### config.mk
export PLATFORM = sky130hd
export DESIGN_NAME = uart_ctrl_flat
export DESIGN_NICKNAME = d
export VERILOG_FILES = /design/src/rtl/uart_ctrl_if.sv /design/src/rtl/uart_ctrl.sv /design/src/flat_wrapper.sv
export SDC_FILE = /design/constraint.sdc
export NUM_CORES = 1
export LEC_CHECK = 0
export CAP_MARGIN = 30
export CORE_MARGIN = 3
export CORE_UTILIZATION = 45
export CTS_CLUSTER_SIZE = 8
export DETAILED_ROUTE_END_ITERATION = 10
export MAX_ROUTING_LAYER = met4
export PLACE_DENSITY = 0.75
export SYNTH_ARGS = -nofsm -noshare
export SYNTH_HDL_FRONTEND = slang
export SYNTH_SLANG_ARGS = --single-unit
export TNS_END_PERCENT = 1
### constraint.sdc
create_clock -name sysclk -period 2.52 [get_ports sysclk]
set_input_delay 0.756 -clock sysclk [delete_from_list [all_inputs] [get_ports sysclk]]
set_output_delay 0.756 -clock sysclk [all_outputs]
set_load 0.02 [all_outputs]
### src/rtl/uart_ctrl_if.sv
// CPU peripheral-bus view of uart_ctrl: select, strobes, word address, data and interrupt.
interface uart_ctrl_if;
    logic        cs;
    logic        rd;
    logic        wr;
    logic [1:0]  addr;
    logic [31:0] wdata;
    logic [31:0] rdata;
    logic        irq;

    modport master (output cs, rd, wr, addr, wdata, input rdata, irq);
    modport slave  (input cs, rd, wr, addr, wdata, output rdata, irq);
endinterface

### src/rtl/uart_ctrl.sv
// Memory-mapped 8N1 UART: RX/TX serialisers, CON/STAT register and level interrupt.
// Define UART_RX_FIFO_EN to replace the RX holding register with an RX_FIFO_DEPTH FIFO.
module uart_ctrl #(
    parameter int CLKS_PER_BIT  = 10417,
    parameter int RX_FIFO_DEPTH = 4
) (
    input  logic        sysclk,
    input  logic        Reset_n,
    uart_ctrl_if.slave  bus,
    input  logic        uart_rx,
    output logic        uart_tx
);
    localparam int CW = $clog2(CLKS_PER_BIT);
    localparam logic [CW-1:0] CNT_ZERO  = {CW{1'b0}};
    localparam logic [CW-1:0] CNT_ONE   = CW'(1);
    localparam logic [CW-1:0] BIT_LAST  = CW'(CLKS_PER_BIT - 1);
    localparam logic [CW-1:0] HALF_LAST = CW'(CLKS_PER_BIT / 2 - 1);

    typedef enum logic [1:0] {RX_IDLE, RX_START, RX_DATA, RX_STOP} rx_state_t;
    typedef enum logic [1:0] {TX_IDLE, TX_START, TX_DATA, TX_STOP} tx_state_t;

    logic wr_txd_s, rd_rxd_s, wr_con_s;
    logic rx_meta_r, rx_sync_r, rx_prev_r;
    rx_state_t rx_state_r, rx_state_n;
    logic [CW-1:0] rx_cnt_r, rx_cnt_n;
    logic [2:0] rx_bit_r, rx_bit_n;
    logic [7:0] rx_shift_r, rx_shift_n;
    logic rx_done_s, rx_ferr_s;
    tx_state_t tx_state_r, tx_state_n;
    logic [CW-1:0] tx_cnt_r, tx_cnt_n;
    logic [2:0] tx_bit_r, tx_bit_n;
    logic [7:0] tx_byte_r, tx_byte_n;
    logic tx_out_r, tx_out_n, tx_done_set_s, tx_busy_s;
    logic ien_rx_r, ien_tx_r, tx_done_r, overrun_r, frame_err_r, irq_r;
    logic rx_ready_s, overrun_set_s;
    logic [7:0] rx_head_s;
    logic [2:0] occ_s;
    logic [31:0] rdata_s;
    logic unused_s;

    assign wr_txd_s = bus.cs & bus.wr & (bus.addr == 2'd0);
    assign rd_rxd_s = bus.cs & bus.rd & (bus.addr == 2'd1);
    assign wr_con_s = bus.cs & bus.wr & (bus.addr == 2'd2);
    assign unused_s = &{1'b0, bus.wdata[31:8], bus.wdata[4], bus.wdata[2]};

    // Two-flop synchroniser plus one delayed copy for start-edge detection.
    always_ff @(posedge sysclk or negedge Reset_n) begin
        if (!Reset_n) begin
            {rx_meta_r, rx_sync_r, rx_prev_r} <= 3'b111;
        end else begin
            {rx_meta_r, rx_sync_r, rx_prev_r} <= {uart_rx, rx_meta_r, rx_sync_r};
        end
    end

    // RX next-state: half-bit qualify of the start bit, then whole-bit sampling.
    always_comb begin
        rx_state_n = rx_state_r;
        rx_cnt_n   = rx_cnt_r;
        rx_bit_n   = rx_bit_r;
        rx_shift_n = rx_shift_r;
        rx_done_s  = 1'b0;
        rx_ferr_s  = 1'b0;
        case (rx_state_r)
            RX_IDLE: begin
                rx_cnt_n = CNT_ZERO;
                if (rx_prev_r & ~rx_sync_r) begin
                    rx_state_n = RX_START;
                end else begin
                    rx_state_n = RX_IDLE;
                end
            end
            RX_START: begin
                if (rx_cnt_r == HALF_LAST) begin
                    rx_cnt_n   = CNT_ZERO;
                    rx_bit_n   = 3'd0;
                    rx_state_n = rx_sync_r ? RX_IDLE : RX_DATA;
                end else begin
                    rx_cnt_n = rx_cnt_r + CNT_ONE;
                end
            end
            RX_DATA: begin
                if (rx_cnt_r == BIT_LAST) begin
                    rx_cnt_n   = CNT_ZERO;
                    rx_shift_n = {rx_sync_r, rx_shift_r[7:1]};
                    if (rx_bit_r == 3'd7) begin
                        rx_state_n = RX_STOP;
                    end else begin
                        rx_bit_n = rx_bit_r + 3'd1;
                    end
                end else begin
                    rx_cnt_n = rx_cnt_r + CNT_ONE;
                end
            end
            RX_STOP: begin
                if (rx_cnt_r == BIT_LAST) begin
                    rx_cnt_n   = CNT_ZERO;
                    rx_state_n = RX_IDLE;
                    rx_done_s  = rx_sync_r;
                    rx_ferr_s  = ~rx_sync_r;
                end else begin
                    rx_cnt_n = rx_cnt_r + CNT_ONE;
                end
            end
            default: begin
                rx_state_n = RX_IDLE;
                rx_cnt_n   = CNT_ZERO;
            end
        endcase
    end

    // TX next-state: the start bit is driven on the same edge that accepts the write.
    always_comb begin
        tx_state_n    = tx_state_r;
        tx_cnt_n      = tx_cnt_r;
        tx_bit_n      = tx_bit_r;
        tx_byte_n     = tx_byte_r;
        tx_out_n      = tx_out_r;
        tx_done_set_s = 1'b0;
        case (tx_state_r)
            TX_IDLE: begin
                tx_cnt_n = CNT_ZERO;
                if (wr_txd_s) begin
                    tx_byte_n  = bus.wdata[7:0];
                    tx_state_n = TX_START;
                    tx_out_n   = 1'b0;
                end else begin
                    tx_out_n = 1'b1;
                end
            end
            TX_START: begin
                if (tx_cnt_r == BIT_LAST) begin
                    tx_cnt_n   = CNT_ZERO;
                    tx_bit_n   = 3'd0;
                    tx_state_n = TX_DATA;
                    tx_out_n   = tx_byte_r[0];
                end else begin
                    tx_cnt_n = tx_cnt_r + CNT_ONE;
                end
            end
            TX_DATA: begin
                if (tx_cnt_r == BIT_LAST) begin
                    tx_cnt_n = CNT_ZERO;
                    if (tx_bit_r == 3'd7) begin
                        tx_state_n = TX_STOP;
                        tx_out_n   = 1'b1;
                    end else begin
                        tx_bit_n = tx_bit_r + 3'd1;
                        tx_out_n = tx_byte_r[tx_bit_r + 3'd1];
                    end
                end else begin
                    tx_cnt_n = tx_cnt_r + CNT_ONE;
                end
            end
            TX_STOP: begin
                if (tx_cnt_r == BIT_LAST) begin
                    tx_cnt_n      = CNT_ZERO;
                    tx_state_n    = TX_IDLE;
                    tx_done_set_s = 1'b1;
                end else begin
                    tx_cnt_n = tx_cnt_r + CNT_ONE;
                end
            end
            default: begin
                tx_state_n = TX_IDLE;
                tx_cnt_n   = CNT_ZERO;
                tx_out_n   = 1'b1;
            end
        endcase
    end

    // RX and TX state registers.
    always_ff @(posedge sysclk or negedge Reset_n) begin
        if (!Reset_n) begin
            rx_state_r <= RX_IDLE;
            rx_cnt_r   <= CNT_ZERO;
            rx_bit_r   <= 3'd0;
            rx_shift_r <= 8'd0;
            tx_state_r <= TX_IDLE;
            tx_cnt_r   <= CNT_ZERO;
            tx_bit_r   <= 3'd0;
            tx_byte_r  <= 8'd0;
            tx_out_r   <= 1'b1;
        end else begin
            rx_state_r <= rx_state_n;
            rx_cnt_r   <= rx_cnt_n;
            rx_bit_r   <= rx_bit_n;
            rx_shift_r <= rx_shift_n;
            tx_state_r <= tx_state_n;
            tx_cnt_r   <= tx_cnt_n;
            tx_bit_r   <= tx_bit_n;
            tx_byte_r  <= tx_byte_n;
            tx_out_r   <= tx_out_n;
        end
    end

    assign tx_busy_s = (tx_state_r != TX_IDLE);

`ifdef UART_RX_FIFO_EN
    localparam int AW = $clog2(RX_FIFO_DEPTH);
    localparam logic [AW:0] FIFO_FULL = RX_FIFO_DEPTH[AW:0];
    logic [7:0]  fifo_mem_r [RX_FIFO_DEPTH];
    logic [AW-1:0] fifo_wptr_r, fifo_rptr_r;
    logic [AW:0] fifo_cnt_r;
    logic fifo_full_s, fifo_push_s, fifo_pop_s;

    assign fifo_full_s   = (fifo_cnt_r == FIFO_FULL);
    assign fifo_pop_s    = rd_rxd_s & (fifo_cnt_r != {(AW+1){1'b0}});
    assign fifo_push_s   = rx_done_s & (~fifo_full_s | fifo_pop_s);
    assign overrun_set_s = rx_done_s & fifo_full_s & ~fifo_pop_s;
    assign rx_ready_s    = (fifo_cnt_r != {(AW+1){1'b0}});
    assign rx_head_s     = fifo_mem_r[fifo_rptr_r];
    assign occ_s         = 3'(fifo_cnt_r);

    // RX FIFO; when full, the slot being written is the head being popped this cycle.
    always_ff @(posedge sysclk or negedge Reset_n) begin
        if (!Reset_n) begin
            for (int i = 0; i < RX_FIFO_DEPTH; i++) fifo_mem_r[i] <= 8'd0;
            fifo_wptr_r <= {AW{1'b0}};
            fifo_rptr_r <= {AW{1'b0}};
            fifo_cnt_r  <= {(AW+1){1'b0}};
        end else begin
            if (fifo_push_s) begin
                fifo_mem_r[fifo_wptr_r] <= rx_shift_r;
                fifo_wptr_r <= fifo_wptr_r + {{(AW-1){1'b0}}, 1'b1};
            end
            if (fifo_pop_s) fifo_rptr_r <= fifo_rptr_r + {{(AW-1){1'b0}}, 1'b1};
            case ({fifo_push_s, fifo_pop_s})
                2'b10:   fifo_cnt_r <= fifo_cnt_r + {{AW{1'b0}}, 1'b1};
                2'b01:   fifo_cnt_r <= fifo_cnt_r - {{AW{1'b0}}, 1'b1};
                default: fifo_cnt_r <= fifo_cnt_r;
            endcase
        end
    end
`else
    logic [7:0] rx_data_r;
    logic       rx_ready_r;

    assign overrun_set_s = rx_done_s & rx_ready_r & ~rd_rxd_s;
    assign rx_ready_s    = rx_ready_r;
    assign rx_head_s     = rx_data_r;
    assign occ_s         = 3'd0;

    // Single holding register; a same-cycle RXD read makes room for the new byte.
    always_ff @(posedge sysclk or negedge Reset_n) begin
        if (!Reset_n) begin
            rx_data_r  <= 8'd0;
            rx_ready_r <= 1'b0;
        end else if (rx_done_s && (!rx_ready_r || rd_rxd_s)) begin
            rx_data_r  <= rx_shift_r;
            rx_ready_r <= 1'b1;
        end else if (rd_rxd_s) begin
            rx_ready_r <= 1'b0;
        end
    end
`endif

    // Control/status flags: W1C clears lose to a same-cycle set; irq is registered.
    always_ff @(posedge sysclk or negedge Reset_n) begin
        if (!Reset_n) begin
            ien_rx_r    <= 1'b0;
            ien_tx_r    <= 1'b0;
            tx_done_r   <= 1'b0;
            overrun_r   <= 1'b0;
            frame_err_r <= 1'b0;
            irq_r       <= 1'b0;
        end else begin
            if (wr_con_s) {ien_tx_r, ien_rx_r} <= bus.wdata[1:0];
            tx_done_r   <= tx_done_set_s | (tx_done_r   & ~(wr_con_s & bus.wdata[3]));
            overrun_r   <= overrun_set_s | (overrun_r   & ~(wr_con_s & bus.wdata[5]));
            frame_err_r <= rx_ferr_s     | (frame_err_r & ~(wr_con_s & bus.wdata[6]));
            irq_r       <= (ien_rx_r & rx_ready_s) | (ien_tx_r & tx_done_r);
        end
    end

    // Read mux, decoded from addr alone.
    always_comb begin
        rdata_s = 32'd0;
        case (bus.addr)
            2'd1:    rdata_s = {24'd0, rx_head_s};
            2'd2:    rdata_s = {21'd0, occ_s, 1'b0, frame_err_r, overrun_r, tx_busy_s,
                                tx_done_r, rx_ready_s, ien_tx_r, ien_rx_r};
            default: rdata_s = 32'd0;
        endcase
    end

    assign bus.rdata = rdata_s;
    assign bus.irq   = irq_r;
    assign uart_tx   = tx_out_r;
endmodule

### src/flat_wrapper.sv
// flat-port wrapper written by rule: the top's interface ports become plain ports
module uart_ctrl_flat 
#(
    parameter int CLKS_PER_BIT  = 10417,
    parameter int RX_FIFO_DEPTH = 4
)
  (sysclk, Reset_n, uart_rx, uart_tx, bus_cs, bus_rd, bus_wr, bus_addr, bus_wdata, bus_rdata, bus_irq);
  uart_ctrl_if bus_i ();
  input  logic sysclk;
  input  logic Reset_n;
  input  logic uart_rx;
  output logic uart_tx;
  input wire logic [$bits(bus_i.cs)-1:0] bus_cs;
  input wire logic [$bits(bus_i.rd)-1:0] bus_rd;
  input wire logic [$bits(bus_i.wr)-1:0] bus_wr;
  input wire logic [$bits(bus_i.addr)-1:0] bus_addr;
  input wire logic [$bits(bus_i.wdata)-1:0] bus_wdata;
  output wire logic [$bits(bus_i.rdata)-1:0] bus_rdata;
  output wire logic [$bits(bus_i.irq)-1:0] bus_irq;
  assign bus_i.cs = bus_cs;
  assign bus_i.rd = bus_rd;
  assign bus_i.wr = bus_wr;
  assign bus_i.addr = bus_addr;
  assign bus_i.wdata = bus_wdata;
  assign bus_rdata = bus_i.rdata;
  assign bus_irq = bus_i.irq;
  uart_ctrl #(.CLKS_PER_BIT(CLKS_PER_BIT), .RX_FIFO_DEPTH(RX_FIFO_DEPTH)) u_core (.sysclk(sysclk), .Reset_n(Reset_n), .bus(bus_i), .uart_rx(uart_rx), .uart_tx(uart_tx));
endmodule
==> results of run 1 <==
[cell type report]
type | count | share of cell area (%)
Clock inverter | 5 | 1.79
Clock buffer | 11 | 3.16
Sequential cell | 73 | 40.9
Tap cell | 105 | 2.93
Inverter | 14 | 1.17
Multi-Input combinational cell | 256 | 42.3
Timing Repair Buffer | 38 | 7.71
[Yosys cell counts, types with 5 or more instances]
| library cell | count |
|---|---|
| nand4_1 | 8 |
| clkbuf_1 | 5 |
| buf_4 | 24 |
| and3_1 | 5 |
| nor2b_1 | 12 |
| nor2_1 | 33 |
| a22o_1 | 7 |
| inv_1 | 14 |
| o21ai_0 | 7 |
| mux2_2 | 29 |
| ha_1 | 17 |
| xor2_1 | 13 |
| nand3_1 | 9 |
| a22oi_1 | 6 |
| xnor2_1 | 8 |
| nand2_1 | 26 |
| dfrtp_1 | 69 |
| a21oi_1 | 7 |
| nor3_1 | 5 |
[where the power goes]
part | internal, mW | switching, mW | total [mW]
clock network | 0.583 | 0.424 | 1.01
registers | 1.37 | 0.192 | 1.56
logic | 0.409 | 0.446 | 0.855
[cells by family (layout without fill, tap and decap cells)]
family	Yosys count	after routing	share of synthesized area (%)
xor gates and xnor gates	21	21	4.79
muxes	34	34	10.1
buffers and inverters	47	68	7.01
adders and majority gates	17	17	5.54
DFF	73	73	47.7
other	1	24	0.0977
and+or+nand+nor	122	122	17.7
AOI/OAI and AO/OA	38	38	6.95
[metrics by stage]
stage                     worst slack, ns  area, um2
after detailed placement           -0.783       4210
final                              0.0441       4480
after floorplan                    0.0282       3920
after global routing              -0.0196       4480
after CTS                          0.0360       4470
after global placement             -0.775       4210
[sequential cells by signal, indices dropped and copies added (netlist names), 2 cells and up, named ones only]
register           flops
u_core.rx_cnt_r       14
u_core.tx_byte_r       8
u_core.tx_bit_r        3
u_core.rx_bit_r        3
u_core.tx_state_r      2
u_core.rx_data_r       8
u_core.tx_cnt_r       14
u_core.rx_shift_r      8
[repair_timing]
item                                    CTS  global route
gates resized for setup                  62             3
pin swaps                                 2             0
endpoints found under the setup margin    8             6
[routing by layer]
layer	track usage, %	routed length [um]	vias to the layer above	part of all wire (%)
li1	-	-	1261	-
met1	19.6	3060	1283	43
met2	26.4	3630	45	52
met3	3.71	252	10	3.6
met4	5.67	102	0	1.4
met5	-	0	-	0
[path summary, 6_finish.rpt]
kind	end
worst max-delay path	bus_rdata[3]
worst min-delay path	u_core.rx_sync_r
worst max register to register	u_core.tx_bit_r[2]
worst min register to register	u_core.rx_sync_r
max in group asynchronous	u_core.rx_meta_r
min in group asynchronous	u_core.tx_bit_r[0]
[worst max-delay path, cell delays in order]
cell and delay [ns]:
clkdlybuf4s15_2 0.22, inv_2 0.07, ha_4 0.18, buf_4 0.14, a22oi_1 0.13, nor2b_1 0.07
buf_4 0.16
==> out/summary.txt, run 1 <==
Status - finished, final reports clean
Final core area utilization - 54.2%
Core ar. - 8260 um2
HPWL Detailed - 5100 um
Biggest area consumer among synthesized cells - dfrtp_1
Most common cell after layout, fill and taps aside - dfrtp_1
CTS root buffer - clkbuf_8
Max-cap violations - 0
Worst Setup Path Type - input port to output pin
Via count - 2,599
Required time worst endpoint - 1.76 ns
Initial Util - 46.5%
Hold Crit Class - flip-flop to flip-flop
Max-slew violations - 0
Initial drt markers - 94
Fillers - 722
Clock slew at reported path FFs - 0.08 ns
YS warnings - 0
Sum Neg Setup Slack - 0 ns
Die ar. - 9670 um2
Post-synth top flop - dfrtp_1
Max Buffers Root-to-Sink - 2
WL final - 7040 um
1st-pass router iterations - 4
Share of cells above drive strength 1 - 24.2%
Fmax - 404 MHz
DRC - 0
RSZ-0062 raised after global routing - true
Most frequent cells in the layout - 69 x dfrtp_1, 33 x nor2_1, 29 x mux2_2
# IOs - 74
VDD IR max - 0.419 mV
Setup violations, final - 0
R2R Path Start - u_core.tx_cnt_r[10]
TritonCTS clock tree - yes
R2R setup slack - 0.25 ns
Synthesized area per cell - 10.9 um2
Area occupied by multi-input gates - 1890 um2
Yosys reg bits - 73
Worst slew pin tran - 0.548 ns
Largest net degree at the start of global routing - 74
Area contributors post-synth - dfrtp_1 45%, mux2_2 8.5%, ha_1 5.5%
Routed len/inst - 14.0 um
Mapped Cells - 353
Vias in the first global route - 2,593
Top-area cell type share of the netlist area - 45.0%
Non-Filler Instances - 502
# placed instances - 486
Antenna violations before repair - 0
Remaining antenna violation count after routing - 0
Reg2reg path depth - 4
Buffers on Ports - 25
Total track usage - 16.1%
Lkg Pwr - 2.06 nW
N_diodes - 0
Hold path start - u_core.rx_meta_r
Final Hold Fails - 0
Post-Syn Area - 3840 um2
Number of distinct library cells after synthesis - 49
Layout Skew - 0.0116 ns
Avg Vias per Cell - 5.18
Register Area - 1830 um2
EDFF count, synth - 0
CTS Hold Bufs - 0
Area Overhead vs Synth - 16.7%
Final Net Count - 449
Die height - 98.3 um
Worst slew margin - 63.4%
Critical path origin - bus_addr[0]
Row count - 33
H-tree depth - 3
First-pass GRT wire length - 12,100 um
GR Overflow Total - 0
CTS Buf Count - 9
Die width - 98.3 um
Sequential area share after synthesis - 47.7%
CP endpoint kind - output pin
Clock latency on the worst-skew pair - 0.34 ns
Critical path data arrival time - 1.72 ns
Crit share post-route - 98.2%
Clk sink count - 73
Final RePlAce weighted congestion - 0.786
Post-synth ARST share - 100%
Hold Slack - 0.358 ns
PwrDens - 764 nW/um2
Final Critical Period - 2.48 ns
Crit start category - input port
Post-CTS setup buffers - 0
Hold Path Cell Cnt - 0
CP Max Fanout - 5
Total power - 3.42 mW
(Power assumes the default switching activity.)
==> inputs of run 2 (changes only) <==
- CORE_MARGIN: 3 -> 2
- clock period: 2.52 -> 2.7 ns (I/O delays scaled with it)
==> run 2 against run 1 <==
Setup slack got worse by 0.0032 ns. Via count is 0.46% lower. Clock skew fell by 0.0016 ns. Clock power down 13%. Utilization fell by 0.23 points. Final cell count unchanged. Sequential power fell by 6%. Total power down 8.8%. Register-to-register slack improved by 0.18 ns. Die area down 4.0%. Clock-buffer cell count up 2.
==> out/summary.txt, run 2 (synthesized netlist as in run 1, its figures left out) <==
Most common cell after layout, fill and taps aside - dfrtp_1
Buffers on Ports - 25 (unchanged)
Crit share post-route - 98.5%
Final Hold Fails - 0 (unchanged)
Die width - 96.3 um (-2.0%)
Via count - 2,587 (-0.46%)
Total power - 3.12 mW (-8.8%)
CTS Buf Count - 9 (unchanged)
Crit start category - input port
Worst slew pin tran - 0.718 ns (+0.170 ns)
N_diodes - 0 (unchanged)
Max-slew violations - 0 (unchanged)
Max-cap violations - 0 (unchanged)
Largest registers - u_core.rx_cnt_r x14, u_core.tx_cnt_r x14
Most frequent CP cell - buf_4
Initial drt markers - 71 (-24%)
Setup violations, final - 0 (unchanged)
Final Net Count - 449 (unchanged)
Largest net degree at the start of global routing - 31 (-58%)
HPWL Detailed - 5090 um (-0.18%)
CTS root buffer - clkbuf_8
Fmax - 376 MHz
CP Max Fanout - 5 (unchanged)
CTS Hold Bufs - 0 (unchanged)
GR Overflow Total - 0 (unchanged)
Max Buffers Root-to-Sink - 2 (unchanged)
Crit path cell chain - clkdlybuf4s15_2, inv_2, ha_4, buf_4, a22oi_2, nor2b_1, buf_4
Worst Setup Path Type - input port to output pin
Max stage delay on crit path - 0.23 ns (about the same)
Slowest-stage cell, CP - clkdlybuf4s15_2
Required time worst endpoint - 1.89 ns (+0.13 ns)
Row count - 33 (unchanged)
TritonCTS clock tree - yes
Clock latency on the worst-skew pair - 0.34 ns (about the same)
# IOs - 74 (unchanged)
Clk sink count - 73 (unchanged)
RSZ-0062 raised after global routing - true
H-tree depth - 3 (unchanged)
Antenna violations before repair - 0 (unchanged)
Vias in the first global route - 2,548 (-1.7%)
WL final - 7090 um (+0.71%)
VDD IR max - 0.323 mV (-23%)
Final Critical Period - 2.66 ns
Core ar. - 8260 um2 (unchanged)
Die height - 96.3 um (-2.0%)
First-pass GRT wire length - 12,100 um (-0.57%)
Share of cells above drive strength 1 - 23.7% (-0.50 points)
Critical path data arrival time - 1.85 ns (+0.13 ns)
PwrDens - 700 nW/um2 (-8.4%)
Clock slew at reported path FFs - 0.07 ns (about the same)
Initial Util - 46.5% (unchanged)
1st-pass router iterations - 4 (unchanged)
Layout Skew - 0.00998 ns (-0.00159 ns)
Sum Neg Setup Slack - 0 ns (unchanged)
Final RePlAce weighted congestion - 0.830 (+5.6%)
Pre-CTS setup slack - -0.780 ns (+0.00379 ns)
Avg Vias per Cell - 5.15 (-0.46%)
CP top delay family - buffers and inverters
Routed len/inst - 14.1 um (+0.71%)
Most frequent cells in the layout - 69 x dfrtp_1, 33 x nor2_1, 29 x mux2_2
Remaining antenna violation count after routing - 0 (unchanged)
Total track usage - 17.6% (+1.5 points)
Status - finished, final reports clean
Die ar. - 9280 um2 (-4.0%)
CP endpoint kind - output pin
Hold Crit Class - flip-flop to flip-flop
Worst slew margin - 52.1% (-11 points)
Lkg Pwr - 2.06 nW (-0.15%)
DRC - 0 (unchanged)
Area Overhead vs Synth - 16.2%
Setup slack after layout - 0.0409 ns (-0.00321 ns)
CP bufs+invs - 4 (unchanged)
## run 2: worst reg2reg max path, cell delays in order (launching register included)
cell	delay, ns
dfrtp_1	0.43
or4b_2	0.72
nor4_4	0.43
o21ai_0	0.25
mux2_2	0.31
## run 2: final timing paths
check / startpoint / to / slack, ns / depth (start not counted)
min in group asynchronous: Reset_n / u_core.tx_byte_r[2] / 0.52 / 1
worst min register to register: u_core.rx_meta_r / u_core.rx_sync_r / 0.36 / 0
worst max register to register: u_core.tx_cnt_r[10] / u_core.tx_state_r[1] / 0.43 / 4
worst min-delay path: u_core.rx_meta_r / u_core.rx_sync_r / 0.36 / 0
max in group asynchronous: Reset_n / u_core.rx_cnt_r[10] / 1.51 / 2
worst max-delay path: bus_addr[1] / bus_rdata[3] / 0.04 / 7
## run 2: repair_timing
action	in CTS	in global routing
resized for setup	49	10
endpoints found under the setup margin	8	7
hold endpoints to repair	0	0
cloned	0	0
setup buffers	0	1
## run 2: per-layer routing
metal	global-route usage (%)	share of wire [%]	wire [um]
met5	-	0	0
met4	5.16	0.97	69
met3	5.01	4.3	305
met2	28.7	50	3570
met1	21.5	44	3150
## run 2: metrics by stage
stage / instances / util (%) / hold slack [ns] / area, um2
floorplan: 376 / - / 0.345 / 3920
detailed placement: 485 / 50.8 / 0.347 / 4200
global route: 502 / 54.0 / 0.362 / 4460
finish: 502 / 54.0 / 0.359 / 4460
global placement: 485 / 50.8 / 0.346 / 4200
CTS: 501 / 53.4 / 0.358 / 4410
## run 2: layout make-up
cell class | count | area [um2]
Multi-Input combinational cell | 256 | 1900
Inverter | 14 | 55.1
Fill cell | 709 | 3800
Clock inverter | 3 | 47.5
Sequential cell | 73 | 1830
Timing Repair Buffer | 38 | 338
Clock buffer | 13 | 159
Tap cell | 105 | 131
## run 2: report_power, final
group          leakage (nW)  total, mW  internal [mW]  switching [mW]
logic                 0.991      0.788          0.373           0.415
registers             0.962       1.46           1.28           0.178
clock network         0.104      0.877          0.483           0.394
total                  2.06       3.12           2.13           0.987
==> inputs of run 3 (changes only) <==
- SLEW_MARGIN: default -> 15
==> results of run 3 <==
No change in the layout: final DEF, timing and power equal those of run 2.
